[src/rtl/rf_writeback_ctrl.sv]
// Register-file writeback controller: in-order write queue fed by ALU and load
// writebacks, draining one write per granted cycle, with read-side forwarding.
module rf_writeback_ctrl #(
  parameter int DEPTH = 4,
  parameter int AW    = 4,
  parameter int DW    = 16
) (
  input  logic                         clk,
  input  logic                         rst,
  input  logic                         alu_valid,
  input  logic [AW-1:0]                alu_rd,
  input  logic [DW-1:0]                alu_data,
  output logic                         alu_ready,
  input  logic                         mem_valid,
  input  logic [AW-1:0]                mem_rd,
  input  logic [DW-1:0]                mem_data,
  output logic                         mem_ready,
  input  logic                         rf_grant,
  output logic [AW-1:0]                Rd,
  output logic [DW-1:0]                Write_Data,
  output logic                         wr,
  input  logic [AW-1:0]                Rs,
  input  logic [AW-1:0]                Rt,
  output logic                         fwd_a_hit,
  output logic [DW-1:0]                fwd_a_data,
  output logic                         fwd_b_hit,
  output logic [DW-1:0]                fwd_b_data,
  output logic [$clog2(DEPTH+1)-1:0]   count,
  output logic                         full,
  output logic                         empty
);

  localparam int PW = $clog2(DEPTH);
  localparam int CW = $clog2(DEPTH+1);

  logic [AW-1:0]    rd_q   [DEPTH];
  logic [DW-1:0]    data_q [DEPTH];
  logic [DEPTH-1:0] valid_q;
  logic [PW-1:0]    wp, rp, idx;
  logic [CW-1:0]    cnt;
  logic             alu_take, push, pop;

  assign count     = cnt;
  assign full      = (cnt == CW'(DEPTH));
  assign empty     = (cnt == '0);
  assign alu_ready = ~full;
  assign mem_ready = ~full & ~alu_valid;
  assign alu_take  = alu_valid & alu_ready;
  assign push      = alu_take | (mem_valid & mem_ready);

  // Reset discards the queue, so a write presented in the reset cycle must not
  // reach the register file either.
  assign wr  = ~empty & rf_grant & ~rst;
  assign pop = wr;

  assign Rd         = empty ? '0 : rd_q[rp];
  assign Write_Data = empty ? '0 : data_q[rp];

  // Walk from oldest to youngest so the last match left standing is the youngest.
  // NOTE: every output of this block gets a default first, so no latch is inferred.
  always_comb begin
    fwd_a_hit  = 1'b0;
    fwd_a_data = '0;
    fwd_b_hit  = 1'b0;
    fwd_b_data = '0;
    idx        = rp;
    for (int i = 0; i < DEPTH; i++) begin
      idx = rp + PW'(i);
      if (valid_q[idx] && rd_q[idx] == Rs) begin
        fwd_a_hit  = 1'b1;
        fwd_a_data = data_q[idx];
      end
      if (valid_q[idx] && rd_q[idx] == Rt) begin
        fwd_b_hit  = 1'b1;
        fwd_b_data = data_q[idx];
      end
    end
  end

  // NOTE: sequential state uses non-blocking assignments so every register
  // samples the pre-edge values regardless of statement order.
  always_ff @(posedge clk) begin
    if (rst) begin
      wp      <= '0;
      rp      <= '0;
      cnt     <= '0;
      valid_q <= '0;
    end else begin
      // A push and a pop never hit the same slot: that needs empty or full.
      if (push) begin
        valid_q[wp] <= 1'b1;
        wp          <= wp + 1'b1;
      end
      if (pop) begin
        valid_q[rp] <= 1'b0;
        rp          <= rp + 1'b1;
      end
      case ({push, pop})
        2'b10:   cnt <= cnt + 1'b1;
        2'b01:   cnt <= cnt - 1'b1;
        default: cnt <= cnt;
      endcase
    end
  end

  // NOTE: payload storage is not reset; valid_q alone decides what is occupied.
  always_ff @(posedge clk) begin
    if (push) begin
      rd_q[wp]   <= alu_take ? alu_rd   : mem_rd;
      data_q[wp] <= alu_take ? alu_data : mem_data;
    end
  end

endmodule
[config.mk]
export PLATFORM = sky130hd
export DESIGN_NAME = rf_writeback_ctrl
export DESIGN_NICKNAME = d
export VERILOG_FILES = /design/src/rtl/rf_writeback_ctrl.sv
export SDC_FILE = /design/constraint.sdc
export NUM_CORES = 1
export LEC_CHECK = 0
export CAP_MARGIN = 10
export CORE_MARGIN = 4
export CORE_UTILIZATION = 55
export DETAILED_ROUTE_END_ITERATION = 8
export PLACE_DENSITY_LB_ADDON = 0.25
export SYNTH_ARGS = -nofsm -noshare
export SYNTH_HDL_FRONTEND = slang
export SYNTH_SLANG_ARGS = --single-unit
export TNS_END_PERCENT = 10
[constraint.sdc]
create_clock -name clk -period 5.4 [get_ports clk]
set_input_delay 1.08 -clock clk [delete_from_list [all_inputs] [get_ports clk]]
set_output_delay 1.08 -clock clk [all_outputs]
set_load 0.02 [all_outputs]
==> run summary, run 1 <==
The height of the die came out at 120 um. The xor and xnor fraction of the mapped netlist area is 4.60%. The DRC violations left came out at 0. The critical register-to-register path endpoint is count[2].

The number of global-route vias before repair came out at 5482. The worst reg-to-reg path cell count came out at 10. The pin count of the biggest net entering global routing is 41. The number of setup violations in the final report is 0. The combinational group share of total power is 59.3%. The mean routed wirelength per cell came out at 24.1 um.

The fraction of power consumed by the clock network came out at 15.0%. The total die area is 14300 um2. The number of cells produced by synthesis is 523. For this block, the initial DRC count from the detailed router was 528. The cell with the largest stage delay on the worst path is sky130_fd_sc_hd__clkdlybuf4s50_1. The weighted congestion at the end of routability-driven global placement is 0.844. The minimum clock period is 5.16 ns. The peak per-stage delay on the critical path came out at 0.68 ns. For this run, the register share of the synthesized area comes to 38.8%. The floorplan has 40 rows. The transition time at the pin with the least slew margin is 1.08 ns. The total of hold buffers inserted after clock tree synthesis is 0. Gates resized during post-CTS repair numbered 0. Global routing consumed, over all layers together, 27.3% of the routing resources. Counting the buffers created by CTS gives 9.

The fraction of the core area covered by cells at the end of the flow is 70.3%. The startpoint type of the worst setup path is a register. The detailed-placement wirelength estimate is 13100 um. The average instance in the mapped netlist occupies 13.1 um2. The count of unique library cells instantiated by Yosys is 34. The critical setup path kind is register to output pin. The netlist area before placement is 6850 um2. In the final timing run, aggregate negative setup slack is 0 ns.

Timing analysis after detailed placement gives a worst setup slack of 0.383 ns. The net count of the finished layout is 693. The global-route wire length before repair came out at 30300 um. Walking the worst path, the cells encountered are inv_1 > ha_2 > mux4_2 > xor2_1 > nor4_4 > a211oi_4 > buf_4 > a221oi_1 > o31ai_1 > clkdlybuf4s50_1. The worst-skew pair later-pin latency came out at 0.34 ns.

The share of flip-flops with an asynchronous set or reset after synthesis is 0%. The total congestion overflow after global routing is 0. The static power due to leakage came out at 2.65 nW.

From synthesis to final layout, the design area changed by 24.3%. The minimum setup slack among reg-to-reg paths came out at 2.56 ns. For this run, the top clock speed supported by timing is 0.194 GHz.

Counting every sink on the clock net gives 93. The flow ran to the end, and the final reports show no timing, DRC or antenna violations. IR analysis of the VDD net gives a maximum drop of 282 uV.

By area, the combinational part of the netlist is dominated by multiplexers. In this run the power density over the cells is 495 nW/um2. Setup repair after global routing left no endpoint under its margin. The startpoint identified for the worst register-to-register timing path is count[0]. The number of synthesized flops with an enable pin came out at 80. The worst hold path begins at valid_q[3]. The initial cell density of the core came out at 56.6%. The simple-gate share of the synthesized area is 10.8%. The number of endpoints with negative hold slack in the final report is 0.

The number of pins with negative max-slew slack in the final report is 0. The largest fanout on the critical path came out at 11. The number of synthesized register bits came out at 93.

The number of post-CTS setup repair buffers is 0. The root buffer cell chosen for the clock tree is sky130_fd_sc_hd__clkbuf_16. The floorplan step defined a core boundary enclosing 12100 um2. The clock slew seen by the registers of the worst setup and hold paths is 0.06 ns. The H-tree was split into 3 levels. The initial antenna violation count was 0.

Using the TritonRoute via totals, the vias-per-cell ratio works out to 6.68. The number of inserted diodes is 0. Final hold analysis gives a worst-case slack of 0.560 ns.

Detailed routing inserted a total of 5368 vias. The internal power of the cells totals 2.51 mW. Max-cap violations in this run came to 0. Of the cells placed in the final design, the portion with a size suffix greater than 1 is 24.4%.

The count of buffers from port buffering came out at 114. The share of total power in sequential cells came out at 25.7%. The first TritonRoute pass finished after 5 iterations. The analysis attributes to net switching a power of 1.70 mW. The tightest slew margin relative to the limit came out at 27.7%.

The kind of end point of the critical path is an output pin. For hold timing, the worst endpoint is valid_q[3]. The hold-critical path depth is 2. The post-synthesis compound-gate area fraction is 9.11%. In the synthesized netlist, mux cells make up 31.3% of the area.

The adder-cell share of the synthesized area came out at 1.94%. The min-delay analysis places its worst path in the category register to register. The routed design has 19400 um of wire.

The TritonCTS clock tree is yes. The number of nets still failing antenna checks after routing came out at 0. In this run switching power makes up 40.4% of total power. During I/O placement, the number of pins put on the boundary was 115. STA puts the critical path data required time at 4.32 ns. The worst clock skew is 0.0108 ns. The setup slack after layout came out at 0.237 ns. The count of yosys warnings during synthesis is 0. The library cells used most frequently in the layout, excluding fill and tap cells, are sky130_fd_sc_hd__clkdlybuf4s50_1, sky130_fd_sc_hd__mux4_2, sky130_fd_sc_hd__edfxtp_1. The power after layout came out at 4.22 mW.

The library cell used most frequently in the layout, excluding fill and tap cells, is sky130_fd_sc_hd__clkdlybuf4s50_1. In this run the horizontal extent of the chip is 120 um. In the synthesized netlist the dominant register cell turns out to be sky130_fd_sc_hd__edfxtp_1. The arrival time at the worst endpoint is 4.08 ns.

The final critical path takes up 95.6% of the cycle. The deepest clock path buffer count is 2. The post-synthesis net count came out at 586.
final cells by class:
type                            count  area [um2]
Multi-Input combinational cell    378        3980
Fill cell                         856        3590
Sequential cell                    93        2670
Timing Repair Buffer              139        1340
Clock buffer                       11         233
Tap cell                          168         210
Clock inverter                      5        60.1
Inverter                            9        33.8
cells in the mapped netlist (2+ instances only):
cell / number / area [um2]
sky130_fd_sc_hd__mux4_2: 83 / 1870
sky130_fd_sc_hd__nor3_2: 2 / 20.0
sky130_fd_sc_hd__nor2_1: 49 / 184
sky130_fd_sc_hd__nand2_1: 42 / 158
sky130_fd_sc_hd__o31ai_1: 30 / 225
sky130_fd_sc_hd__and2_1: 20 / 125
sky130_fd_sc_hd__a211oi_1: 8 / 60.1
sky130_fd_sc_hd__a21oi_1: 2 / 10.0
sky130_fd_sc_hd__buf_1: 5 / 18.8
sky130_fd_sc_hd__inv_1: 9 / 33.8
sky130_fd_sc_hd__or3_1: 3 / 18.8
sky130_fd_sc_hd__a221oi_1: 29 / 254
sky130_fd_sc_hd__buf_6: 2 / 22.5
sky130_fd_sc_hd__dfxtp_1: 13 / 260
sky130_fd_sc_hd__nor3_1: 5 / 25.0
sky130_fd_sc_hd__nor4_4: 2 / 42.5
sky130_fd_sc_hd__nor2b_1: 22 / 138
sky130_fd_sc_hd__ha_1: 9 / 113
sky130_fd_sc_hd__clkbuf_1: 18 / 67.6
sky130_fd_sc_hd__edfxtp_1: 80 / 2400
sky130_fd_sc_hd__xnor2_1: 23 / 201
sky130_fd_sc_hd__mux2i_1: 4 / 40.0
sky130_fd_sc_hd__mux2_2: 21 / 236
sky130_fd_sc_hd__buf_2: 17 / 85.1
sky130_fd_sc_hd__nand3_1: 3 / 15.0
sky130_fd_sc_hd__xor2_1: 13 / 114
sky130_fd_sc_hd__a2111o_1: 2 / 22.5
critical path, delay by kind of cell, from the launching register on:
family | cells | cell delay (ns)
buffers and inverters | 3 | 1.04
AOI/OAI and AO/OA | 3 | 0.89
muxes | 1 | 0.59
adders and majority gates | 1 | 0.53
DFF | 1 | 0.34
xor gates and xnor gates | 1 | 0.25
and+or+nand+nor | 1 | 0.10
cells by family (layout without fill, tap and decap cells):
kind of cell,count (synthesis),after routing
flops,93,93
mux,108,108
compound gates,75,75
fa+ha+maj,10,10
xor+xnor,36,36
buf+inv,52,164
simple gates,149,149
state kept, by name, indices dropped and copies added (netlist names), named ones only:
signal	flops
wp	2
count	3
rp	2
data_q	64
valid_q	4
rd_q	16
stage by stage:
stage / cells / cell area (um2)
6_report: 803 / 8520
5_1_grt: 803 / 8520
4_1_cts: 803 / 8520
3_5_place_dp: 787 / 8230
3_3_place_gp: 787 / 8230
2_1_floorplan: 523 / 6850
power groups by stage:
stage	Clock (mW)	Sequential [mW]	Combinational [mW]
2_1_floorplan	0	1.05	1.75
3_3_place_gp	0	1.07	2.45
3_5_place_dp	0	1.09	2.48
4_1_cts	0.634	1.08	2.50
5_1_grt	0.663	1.10	2.66
6_report	0.630	1.08	2.50
layer usage:
metal	share of wire, %	wire (um)	vias to the layer above	track usage, %
met1	37	7210	2712	35.0
met5	0	0	-	0
met2	51	9820	312	46.3
li1	-	-	2302	-
met4	2.3	449	0	9.81
met3	9.8	1910	42	5.70
how the worst max path moves through the flow:
stage / startpoint / end / slack [ns] / depth (start not counted)
after floorplan: rp[1] / fwd_b_data[0] / 0.33 / 12
after global placement: Rt[2] / fwd_b_data[15] / 0.45 / 8
after detailed placement: Rt[3] / fwd_b_data[15] / 0.38 / 8
after CTS: rp[0] / fwd_b_data[15] / 0.22 / 10
after global routing: rp[1] / fwd_b_data[15] / 0.02 / 10
final: rp[0] / fwd_b_data[15] / 0.24 / 10
No activity file was read; power rests on OpenSTA's default activity.
==> inputs of run 2 (changes only) <==
--- a/config.mk
+++ b/config.mk
@@ -7,9 +7,10 @@
 export LEC_CHECK = 0
 export CAP_MARGIN = 10
 export CORE_MARGIN = 4
-export CORE_UTILIZATION = 55
+export CORE_UTILIZATION = 56
+export CTS_BUF_LIST = sky130_fd_sc_hd__clkbuf_4 sky130_fd_sc_hd__clkbuf_8
 export DETAILED_ROUTE_END_ITERATION = 8
-export PLACE_DENSITY_LB_ADDON = 0.25
+export PLACE_DENSITY = 0.83
 export SYNTH_ARGS = -nofsm -noshare
 export SYNTH_HDL_FRONTEND = slang
 export SYNTH_SLANG_ARGS = --single-unit
==> constraint.sdc (replaced) <==
create_clock -name clk -period 4.95 [get_ports clk]
set_input_delay 0.99 -clock clk [delete_from_list [all_inputs] [get_ports clk]]
set_output_delay 0.99 -clock clk [all_outputs]
set_load 0.02 [all_outputs]
==> run 2 against run 1 <==
Cell count fell by 1.6%. Final area barely moved. Critical endpoint is now fwd_a_data[14]. Die area shrank 1.7%. Clock skew fell by 0.0061 ns. First-iteration DRC count rose by 16%. Power grew 6.3%.
==> run summary, run 2 (synthesized netlist as in run 1, its figures left out) <==
The run finished with clean final reports. The total die area came out at 14100 um2. The setup slack after placement came out at 0.270 ns. In this run the most critical hold path is launched from valid_q[1]. The transition time at the pin with the least slew margin is 1.10 ns.

The kind of end point of the critical path is an output pin. The number of vias per cell after detailed routing came out at 6.94. STA classifies the critical path startpoint as a register.

The layout cell share with drive strength beyond 1 is 26.0%. The largest fanout on the critical path came out at 10. The tightest slew margin relative to the limit is 26.4%. For this run, the top clock speed supported by timing is 0.206 GHz. The DRC violations left came out at 0. With fillers left out, the area of the finished cells amounts to 8510 um2. In the layout the commonest cells are sky130_fd_sc_hd__clkdlybuf4s50_1, sky130_fd_sc_hd__mux4_2, sky130_fd_sc_hd__edfxtp_1.

At the later pin of the worst-skew pair, clock insertion delay measures 0.37 ns. The required time of the critical path is 3.96 ns. For this design, the slowest cell found on the critical path is sky130_fd_sc_hd__clkdlybuf4s50_1. The reg-to-reg startpoint is count[0]. The mean routed wirelength per cell came out at 24.8 um. After floorplanning, the core was divided into 40 placement rows. The smallest clock period supported by the final layout is computed as 4.85 ns.

Counting instances, the worst hold path has a depth of 2. The pin count of the biggest net entering global routing is 37. The flip-flop count of the largest register, all copies and words added came out at 64. Leaving out fill and tap cells, the most frequent cell in the layout is sky130_fd_sc_hd__clkdlybuf4s50_1. The area growth from synthesis to layout came out at 24.2%.

The power density normalized to cell area came out at 526 nW/um2. TritonCTS built the clock tree. The number of vias in the routed layout came out at 5484. The setup slack after layout came out at 0.0971 ns.

The number of pins with negative max-slew slack in the final report was 0. The worst reg-to-reg path cell count is 10. More flip-flops sit in one register than any other, and that register is data_q.

The TritonCTS buffer count is 9. The initial antenna violation count is 0. Setup violations remaining at the end of the flow were counted as 0. The number of global-route vias before repair came out at 5592. The worst register-to-register path ends at count[2]. The number of endpoints with negative hold slack in the final report came out at 0.

After detailed placement, the total cell area comes to 8240 um2. The arrival time at the worst endpoint is 3.86 ns. The minimum setup slack among reg-to-reg paths is 2.12 ns. The critical path goes through inv_1 > ha_4 > mux4_2 > xor2_1 > nor4_4 > a211oi_2 > buf_4 > a221oi_1 > o31ai_1 > clkdlybuf4s50_1. The worst clock skew is 0.00477 ns.

For this run the aggregate overflow at the end of global routing stands at 0. Measured along the y axis, the die boundary spans 119 um. The area inside the core boundary came out at 12000 um2. The die extent in x is 119 um. The deepest clock path buffer count came out at 2.

Routability-driven placement finished with a final weighted congestion of 0.877. 115 I/O pins were placed. The fraction of the core area covered by cells at the end of the flow is 70.9%. The critical path is of the register to output pin type. On the worst path, the slowest cell contributes a delay of 0.68 ns. For this design, the sink count on the clock tree is 93. Setup repair after global routing left no endpoint under its margin. After the last flow step, the layout net total stands at 701.

The initial cell density of the core is 57.1%. The clock root buffer is sky130_fd_sc_hd__clkbuf_8. The worst ir drop on vdd came out at 266 uV.

The routed wire length came out at 19600 um. The tool flagged a number of max-cap violations equal to 0. The static power due to leakage came out at 2.85 nW. In the final layout, the registers with the most flip-flops are data_q: 64 flops, rd_q: 16 flops, valid_q: 4 flops. The worst-case hold path end point is valid_q[1]. Before antenna repair, the detailed router went through 5 iterations. The count of buffers from port buffering is 114. The clock slew seen by the registers of the worst setup and hold paths came out at 0.08 ns. The total of hold buffers inserted after clock tree synthesis came out at 0. The all-layer global routing usage is 28.3%. The number of antenna diodes in the final layout is 0. The deepest level of the CTS H-tree is 3. The worst hold path belongs to the class register to register. The number of nets still failing antenna checks after routing came out at 0.

The first routing iteration left 611 violations. Of the available clock period, the critical path in the final layout requires 98.0%. The detailed-placement wirelength estimate came out at 13500 um. The global-route wire length before repair came out at 30900 um.
==> run 2: layout make-up <==
class	instances	area [um2]
Clock buffer	12	153
Clock inverter	4	50.0
Fill cell	814	3500
Inverter	9	33.8
Multi-Input combinational cell	378	4000
Sequential cell	93	2670
Tap cell	147	184
Timing Repair Buffer	147	1430
==> run 2: critical path: cells and delay by family (launching register included) <==
| family | cells | cell delay, ns |
|---|---|---|
| fa+ha+maj | 1 | 0.39 |
| flops | 1 | 0.36 |
| compound gates | 3 | 0.76 |
| simple gates | 1 | 0.08 |
| xor+xnor | 1 | 0.31 |
| mux | 1 | 0.57 |
| buf+inv | 3 | 1.03 |
==> run 2: report_power, final <==
| group | leakage, nW | total, mW | internal, mW | switching [mW] |
|---|---|---|---|---|
| combinational | 1.90 | 2.78 | 1.35 | 1.43 |
| clock | 0.0994 | 0.522 | 0.258 | 0.264 |
| sequential | 0.850 | 1.18 | 1.04 | 0.144 |
| total | 2.85 | 4.48 | 2.64 | 1.84 |
==> run 2: metal layers <==
| metal | part of all wire (%) | track usage, % | vias up |
|---|---|---|---|
| met2 | 51 | 47.8 | 347 |
| met1 | 36 | 36.2 | 2755 |
| met5 | 0 | 0 | - |
| met4 | 3.0 | 12.2 | 0 |
| met3 | 9.6 | 4.88 | 65 |
| li1 | - | - | 2317 |
==> run 2: what timing repair did <==
action                     4_1_cts  5_1_grt
gates resized for setup          1       12
pin swaps                        0        2
setup buffers                    0        3
setup endpoints to repair       25       23
==> run 2: worst max path at each step <==
stage                                 to  cells past startpoint  slack, ns  startpoint
after global placement    fwd_a_data[12]                      8       0.36       Rs[3]
final                     fwd_a_data[14]                     10        0.1       rp[0]
after global routing       fwd_b_data[0]                     10      0.002       rp[0]
after detailed placement  fwd_b_data[15]                      8       0.27       Rt[3]
after CTS                  fwd_a_data[2]                     10       0.04       rp[0]
after floorplan           fwd_a_data[13]                     13      -0.02       rp[1]
==> run 2: per-stage QoR <==
step / total power [mW] / hold WS [ns] / std cells / TNS, ns
after floorplan: 3.05 / 0.498 / 523 / -0.315
after global placement: 3.85 / 0.524 / 771 / 0
after global routing: 4.71 / 0.593 / 790 / 0
after detailed placement: 3.92 / 0.545 / 771 / 0
after CTS: 4.45 / 0.556 / 787 / 0
final: 4.48 / 0.562 / 790 / 0
==> inputs of run 3 (changes only) <==
--- a/config.mk
+++ b/config.mk
@@ -6,11 +6,14 @@
 export NUM_CORES = 1
 export LEC_CHECK = 0
 export CAP_MARGIN = 10
+export CELL_PAD_IN_SITES_DETAIL_PLACEMENT = 1
+export CELL_PAD_IN_SITES_GLOBAL_PLACEMENT = 2
 export CORE_MARGIN = 4
-export CORE_UTILIZATION = 56
+export CORE_UTILIZATION = 38
 export CTS_BUF_LIST = sky130_fd_sc_hd__clkbuf_4 sky130_fd_sc_hd__clkbuf_8
 export DETAILED_ROUTE_END_ITERATION = 8
-export PLACE_DENSITY = 0.83
+export GPL_TIMING_DRIVEN = 0
+export PLACE_DENSITY_LB_ADDON = 0.1
 export SYNTH_ARGS = -nofsm -noshare
 export SYNTH_HDL_FRONTEND = slang
 export SYNTH_SLANG_ARGS = --single-unit
==> run 3 against run 2 <==
Global-route usage down 2.9 points. Hold slack got worse by 0.0093 ns. Die area up 44%. Sequential cell count unchanged. Final area rose by 3.8%. Routed wire length rose by 30%. Critical endpoint is now fwd_b_data[3].
==> run summary, run 3 (synthesized netlist as in run 1, its figures left out) <==
The flow ran to the end, and the final reports show no timing, DRC or antenna violations. The register with the most flip-flops is data_q. The transition time at the pin with the least slew margin is 1.01 ns. The DRC violations left came out at 0. The mean routed wirelength per cell is 28.2 um. The kind of path behind the tightest hold check is register to register. In the layout the commonest cells are sky130_fd_sc_hd__mux4_2, sky130_fd_sc_hd__clkdlybuf4s50_1, sky130_fd_sc_hd__edfxtp_1. After detailed routing, the number of vias per cell comes to 6.25. The total die area is 20200 um2. The required time of the critical path is 3.96 ns. The tree built by TritonCTS fans out to 93 sinks. The initial antenna violation count came out at 0. The final design instance area without fill came out at 8840 um2. The worst ir drop on vdd is 222 uV. Walking the worst path, the cells encountered are clkdlybuf4s50_1 > xnor2_1 > or3_1 > clkbuf_1 > clkbuf_1 > nor2_1 > o31ai_1 > buf_2.

The tree is rooted in a sky130_fd_sc_hd__clkbuf_8. The static power due to leakage came out at 2.94 nW. The register with the most flip-flops in the layout has 64 of them. The library cell used most frequently in the layout, excluding fill and tap cells, is sky130_fd_sc_hd__mux4_2. Summed over all layers, the routed wires come to 25400 um. The deepest level of the CTS H-tree is 3. The number of vias in the routed layout is 5621. The achievable clock frequency came out at 0.204 GHz.

The number of endpoints with negative hold slack in the final report came out at 0. The layout cell share with drive strength beyond 1 came out at 33.0%. The number of setup violations in the final report came out at 0. The first-pass detailed-route iteration total is 5.

The number of nets still failing antenna checks after routing came out at 0. In the final timing run, aggregate negative setup slack is 0 ns. The global-route wire length before repair is 37900 um. The critical path is of the primary input to output pin type. The layout net count is 733. The detailed-placement wirelength estimate came out at 17800 um. The number of inserted diodes is 0.

The count of buffers from port buffering came out at 114. The number of pins with negative max-slew slack in the final report is 0. The total placed cells including tap cells came out at 866. The worst setup path is launched from a primary input.

The number of top-level pins came out at 115. The pin count of the biggest net entering global routing came out at 17. The clock slew seen by the registers of the worst setup and hold paths came out at 0.09 ns. The die is 142 um wide. The initial cell density of the core is 39.2%.

STA classifies the critical path endpoint as an output pin. After layout, the worst path uses 98.8% of the clock period. The height of the die came out at 142 um. The largest fanout on the critical path came out at 10.

The power density normalized to cell area came out at 542 nW/um2. The total overflow left after global routing is 0. In this run the deepest clock path goes through 2 buffers. The library cell appearing most often on the critical path is sky130_fd_sc_hd__clkbuf_1.

Once placement finished, the instance area stood at 8380 um2. The TritonCTS buffer count came out at 9. The worst-skew pair later-pin latency came out at 0.39 ns. Setup repair after global routing could not meet its margin everywhere. Power comes to 4.79 mW. The placement row count is 48. The number of global-route vias before repair came out at 6108.

The all-layer global routing usage is 25.4%. In the final layout, the registers with the most flip-flops are data_q: 64 flops, rd_q: 16 flops, valid_q: 4 flops. The largest single stage delay on the critical path is 0.62 ns. The weighted congestion at the end of routability-driven global placement came out at 0.890.

The arrival time at the worst endpoint came out at 3.90 ns. The worst path needs 4.89 ns of the cycle, external delays included. The number of standard cells in the layout, taps in and fillers out is 900. The max-capacitance violation count came out at 0. The total area inside the core boundary comes to 17500 um2. The total of hold buffers inserted after clock tree synthesis came out at 0. The worst clock skew is 0.0112 ns. For this design, the slowest cell found on the critical path is sky130_fd_sc_hd__clkbuf_1. TritonCTS built the clock tree.

At the end of the flow the core is filled with cells to 50.6%. The first-iteration detailed-routing DRC count is 381. The tightest slew margin relative to the limit is 32.4%. Relative to the synthesized area, the layout overhead comes to 29.0%.
## run 3: per-stage QoR
| step | hold slack, ns | setup WS, ns |
|---|---|---|
| floorplan | 0.498 | -0.0206 |
| global placement | 0.513 | -2.19 |
| detailed placement | 0.538 | -2.25 |
| CTS | 0.555 | 0.0342 |
| global route | 0.610 | -0.0212 |
| finish | 0.553 | 0.0599 |
## run 3: final timing paths
check	end	slack [ns]	from	depth (start not counted)
min reg2reg	count[2]	0.55	count[2]	2
max reg2reg	rp[1]	2.09	rp[0]	10
min	count[2]	0.55	count[2]	2
max	fwd_b_data[3]	0.06	Rt[3]	8
## run 3: critical path, delay by kind of cell
family	cells	cell delay, ns
simple gates	2	0.30
buf+inv	4	1.80
xor+xnor	1	0.39
compound gates	1	0.40
## run 3: what timing repair did
action | in CTS | in global routing
pin swaps | 28 | 2
setup buffers | 15 | 2
endpoints found under the hold margin | 0 | 0
gates cloned | 2 | 0
gates resized for setup | 186 | 13
setup endpoints to repair | 36 | 33
## run 3: routing by layer
layer / GRT usage [%] / up-vias / wire [um]
li1: - / 2375 / -
met1: 33.5 / 2920 / 10300
met2: 42.5 / 288 / 12700
met3: 4.77 / 38 / 1840
met4: 8.55 / 0 / 529
met5: 0 / - / 0
## run 3: final cells by class
type                       instances  area (um2)
fill                            1815        8640
inverter                           9        33.8
clock buffer                       9         124
multi-input combinational        378        4080
clock inverter                     7        97.6
buffer                            42         264
timing repair buffer             137        1290
tap                              225         282
sequential                        93        2670
## run 3: power by group
| part | switching, mW | internal [mW] |
|---|---|---|
| sequential | 0.131 | 1.03 |
| clock | 0.285 | 0.286 |
| combinational | 1.67 | 1.39 |
